[config.mk]
export PLATFORM = sky130hd
export DESIGN_NAME = seq_detector_param
export DESIGN_NICKNAME = d
export VERILOG_FILES = /design/src/rtl/seq_det_pkg.sv /design/src/rtl/sat_counter.sv /design/src/rtl/seq_detector_param.sv
export SDC_FILE = /design/constraint.sdc
export NUM_CORES = 1
export LEC_CHECK = 0
export BUFFER_PORTS_ARGS = -buffer_cell sky130_fd_sc_hd__clkbuf_2
export CORE_ASPECT_RATIO = 1.75
export CORE_UTILIZATION = 25
export CTS_CLUSTER_SIZE = 40
export DETAILED_ROUTE_END_ITERATION = 8
export GPL_TIMING_DRIVEN = 0
export HOLD_SLACK_MARGIN = 0.12
export PLACE_DENSITY_LB_ADDON = 0.2
export SYNTH_ARGS = -nofsm -noshare
export SYNTH_HDL_FRONTEND = slang
export SYNTH_SLANG_ARGS = --single-unit
[constraint.sdc]
create_clock -name clk -period 3.35 [get_ports clk]
set_clock_uncertainty 0.05 [all_clocks]
set_input_delay 0.1675 -clock clk [delete_from_list [all_inputs] [get_ports clk]]
set_output_delay 0.1675 -clock clk [all_outputs]
set_load 0.05 [all_outputs]
[src/rtl/seq_det_pkg.sv]
// seq_det_pkg: shared FSM encoding, default pattern and length check for the serial pattern detector
package seq_det_pkg;
    typedef enum logic {ST_UNCFG, ST_RUN} state_t;
    localparam logic [3:0] PAT_1011 = 4'b1011;
    localparam int PAT_1011_LEN = 4;
    function automatic logic len_ok(input int unsigned len, input int unsigned max_len);
        return (len >= 1) && (len <= max_len);
    endfunction
endpackage

[src/rtl/sat_counter.sv]
// sat_counter: saturating up-counter with synchronous clear that wins over increment
module sat_counter #(
    parameter int W = 16
) (
    input  logic         clk,
    input  logic         reset,
    input  logic         inc,
    input  logic         clr,
    output logic [W-1:0] q
);
    always_ff @(posedge clk or posedge reset)
        if (reset) q <= '0;
        else q <= clr ? '0 : (inc && q != '1) ? q + W'(1) : q;
endmodule

[src/rtl/seq_detector_param.sv]
// seq_detector_param: run-time programmable serial pattern detector with Mealy/registered match and saturating count
module seq_detector_param
    import seq_det_pkg::*;
#(
    parameter int MAX_LEN = 8,
    parameter int LEN_W   = $clog2(MAX_LEN + 1),
    parameter int CNT_W   = 16
) (
    input  logic               clk,
    input  logic               reset,
    input  logic               cfg_load,
    input  logic [MAX_LEN-1:0] cfg_pattern,
    input  logic [LEN_W-1:0]   cfg_len,
    input  logic               cfg_overlap,
    output logic               cfg_err,
    output logic               armed,
    input  logic               x_valid,
    input  logic               x,
    output logic               match,
    output logic               match_q,
    output logic [CNT_W-1:0]   match_count,
    input  logic               count_clr
);
    state_t state, state_nxt;
    logic [MAX_LEN-2:0] hist;
    logic [LEN_W-1:0]   fill, len;
    logic [MAX_LEN-1:0] pattern, window, mask;
    logic               overlap, cfg_ok, fill_ok, hit;
    assign cfg_ok  = len_ok(32'(cfg_len), MAX_LEN);
    assign window  = {hist, x};
    // only the low len bits of the window/pattern take part in the compare
    assign mask    = {MAX_LEN{1'b1}} >> (LEN_W'(MAX_LEN) - len);
    assign fill_ok = ({1'b0, fill} + (LEN_W+1)'(1)) >= {1'b0, len};
    assign hit     = ((window ^ pattern) & mask) == '0;
    always_ff @(posedge clk or posedge reset)
        if (reset) state <= ST_UNCFG;
        else state <= state_nxt;
    always_comb state_nxt = (cfg_load && cfg_ok) ? ST_RUN : state;
    always_comb match = (state == ST_RUN) && x_valid && !cfg_load && fill_ok && hit;
    always_ff @(posedge clk or posedge reset)
        if (reset) begin
            hist    <= '0;
            fill    <= '0;
            pattern <= '0;
            len     <= '0;
            overlap <= 1'b0;
            armed   <= 1'b0;
            cfg_err <= 1'b0;
            match_q <= 1'b0;
        end else begin
            cfg_err <= cfg_load && !cfg_ok;
            match_q <= match;
            if (cfg_load && cfg_ok) begin
                pattern <= cfg_pattern;
                len     <= cfg_len;
                overlap <= cfg_overlap;
                hist    <= '0;
                fill    <= '0;
                armed   <= 1'b1;
            end else if (state == ST_RUN && x_valid) begin
                hist <= window[MAX_LEN-2:0];
                fill <= (match && !overlap) ? '0 : (fill == LEN_W'(MAX_LEN)) ? fill : fill + LEN_W'(1);
            end
        end
    sat_counter #(.W(CNT_W)) u_cnt (
        .clk   (clk),
        .reset (reset),
        .inc   (match),
        .clr   (count_clr),
        .q     (match_count)
    );
endmodule

==> results.md <==
- Status: finished clean
- Die W: 76.5 um
- Flops & latches, synth: 43
- Cell Area, Synth: 2430 um2
- Max FO, Critical Path: 10
- Vias in the first global route: 2132
- Hold Vio Cnt, Final: 0
- Area Overhead vs Synth: 26.7%
- Synth area leaders: dfrtp_1 44%, nand2_1 8.5%, ha_1 5.2%, a21oi_1 4.1%, xnor2_1 4.0%
- Top cell type's share of synthesized area: 44.4%
- Hpwl dp: 4.73 mm
- Row count: 47
- Later-pin clock latency in the skew report: 0.29 ns
- DRC: 0
- Yosys cell types: 40
- Total vias in the final route: 2161
- Async S/R FF share, synth: 100%
- RSZ-0062 raised after global routing: no
- Slew HR: 64.9%
- Number of synthesized flops with an enable pin: 0
- Post-DRT Antenna Nets: 0
- Crit. End Element: flip-flop
- Sink Count: 43
- Area after DPL: 2790 um2
- Class of the worst hold path: primary input to flip-flop
- Most frequent cell after synthesis: nand2_1
- Yosys top cell by area: dfrtp_1
- Layout cells sized above 1: 17.1%
- Max_cap viols: 0
- Tot GR Track Use: 13.6%
- CTS tree: built
- Setup Buffers After CTS: 0
- Ant. Diodes: 0
- Max Clk Rate: 364 MHz
- RD Place Congestion: 0.758
- Clock Root Buffer: clkbuf_16
- Nature of the critical path startpoint: flip-flop
- Die H: 132 um
- Setup_tns: 0 ns
- Critical Path RT: 3.48 ns
- Maximum vdd drop: 0.270 mV
- Commonest cells in the netlist: 55 x nand2_1, 43 x dfrtp_1, 20 x a21oi_1
- Worst slew pin tran: 0.526 ns
- CTS clock-pin slew for the worst setup and hold paths: 0.07 ns
- Core area: 9470 um2
- Final worst path period need: 2.74 ns
- Total CTS buffers: 5
- Pin count of the biggest net entering global routing: 31
- Synth Net Count: 301
- Max clock buf depth: 2
- WHS: 0.138 ns
- Max Slew Vio Count: 0
- Drt pass-1 iters: 4
- Syn avg cell area: 8.92 um2
- Port Buffers: 38
- Synth warnings: 0
- CP arrival: 2.87 ns
- Final period util: 81.9%
- I/O Pins: 39
- First-pass GRT wire length: 10.8 mm
- Initial antenna violation count: 0
- Final Cell Area: 3070 um2
- CTS H-tree lvls: 2
- Power density cells: 486 nW/um2
- DR vias/cell: 4.75
- Leakage: 1.38 nW
- Post-synthesis cell count: 272
- Die area: 10100 um2
- Nets: 361
- Final wirelength: 6.31 mm
- Congestion Overflow GR: 0
- Post-synth top flop: dfrtp_1
- Register area share after synthesis: 44.4%
- Iteration-0 DRC Markers: 81
- Drt wl/cell: 13.9 um
- Initial core utilization: 25.6%
- Setup CP Type: flip-flop to flip-flop
- Final setup fails: 0
==> worst max-delay path, stage by stage (launching register included) <==
cell and delay, ns:
dfrtp_1 0.43, inv_1 0.10, ha_1 0.24, xnor2_1 0.26
a21oi_1 0.13, o41ai_2 0.35, nand4_1 0.16, buf_2 0.22
nor4_1 0.34, mux2_1 0.36
==> timing repair <==
item,in CTS,in global routing
resized for setup,0,0
endpoints found under the hold margin,56,0
hold buffers,14,0
==> layout make-up <==
cell class	count	area [um2]
tap	122	153
buffer	16	78.8
inverter	12	45.0
multi-input combinational	201	1230
timing repair buffer	53	350
sequential	43	1080
clock buffer	5	125
fill	1029	6390
clock inverter	3	20.0
==> state kept, by name, summed over array words and instances, names as in the netlist <==
register and count:
pattern 8, hist 7, match_q 1, len 4
armed 1, overlap 1, cfg_err 1, fill 4
u_cnt.q 16
==> report_power, final <==
| group | internal (mW) | total (mW) | leakage, nW | switching, mW |
|---|---|---|---|---|
| Clock | 0.275 | 0.487 | 0.0658 | 0.212 |
| Sequential | 0.572 | 0.628 | 0.569 | 0.0563 |
| Combinational | 0.157 | 0.380 | 0.746 | 0.223 |
==> cells by family after synthesis <==
logic type / after synthesis / synth area share [%]
AOI/OAI and AO/OA: 57 / 15.3
xor gates and xnor gates: 13 / 4.69
adders and majority gates: 10 / 5.16
buffers and inverters: 28 / 5.11
DFF: 43 / 44.4
muxes: 5 / 2.32
and+or+nand+nor: 116 / 23.1
==> metrics by stage <==
step	instances	util (%)	setup slack, ns	power [mW]
2_1_floorplan	272	-	0.872	0.897
3_3_place_gp	432	29.2	0.588	1.00
3_5_place_dp	433	29.5	0.593	1.01
4_1_cts	455	32.5	0.558	1.52
5_1_grt	455	32.5	0.350	1.60
6_report	455	32.5	0.606	1.49
==> path summary, 6_finish.rpt <==
| kind | from | endpoint | slack [ns] | cells after the start |
|---|---|---|---|---|
| max | len[0] | u_cnt.q[6] | 0.61 | 9 |
| min | cfg_load | cfg_err | 0.14 | 2 |
| max reg2reg | len[0] | u_cnt.q[6] | 0.61 | 9 |
| min reg2reg | pattern[1] | pattern[1] | 0.45 | 2 |
| max in group asynchronous | reset | pattern[2] | 2.46 | 4 |
| min in group asynchronous | reset | len[2] | 0.32 | 3 |
==> routing by layer <==
metal	up-vias	routed length [um]	track usage (%)	share of wire (%)
met5	-	0	0	0
met4	0	71	4.27	1.1
met3	5	192	2.56	3.0
met2	54	3530	26.4	56
met1	1029	2510	14.2	40
li1	1073	-	-	-
==> placed cells by master, fill, tap and decap left out, types with 3 or more instances in the layout <==
cell type | synthesis | final
a21oi_1 | 20 | 20
and3_1 | 4 | 4
and4_1 | 3 | 3
buf_2 | 3 | 3
clkbuf_1 | 11 | 11
clkbuf_16 | 0 | 5
clkbuf_2 | 0 | 38
dfrtp_1 | 43 | 43
dlygate4sd3_1 | 0 | 14
ha_1 | 10 | 10
inv_1 | 12 | 11
mux2_1 | 4 | 4
nand2_1 | 55 | 55
nand2b_1 | 4 | 4
nand3_1 | 10 | 10
nand4_1 | 4 | 4
nor2_1 | 10 | 10
nor2b_1 | 7 | 7
nor3_1 | 6 | 6
o2111ai_1 | 3 | 3
o211ai_1 | 3 | 3
o21ai_0 | 10 | 10
o311ai_1 | 3 | 3
o31ai_1 | 4 | 4
o41ai_1 | 4 | 4
or4_1 | 5 | 5
xnor2_1 | 11 | 11
No activity file was read; power rests on OpenSTA's default activity.
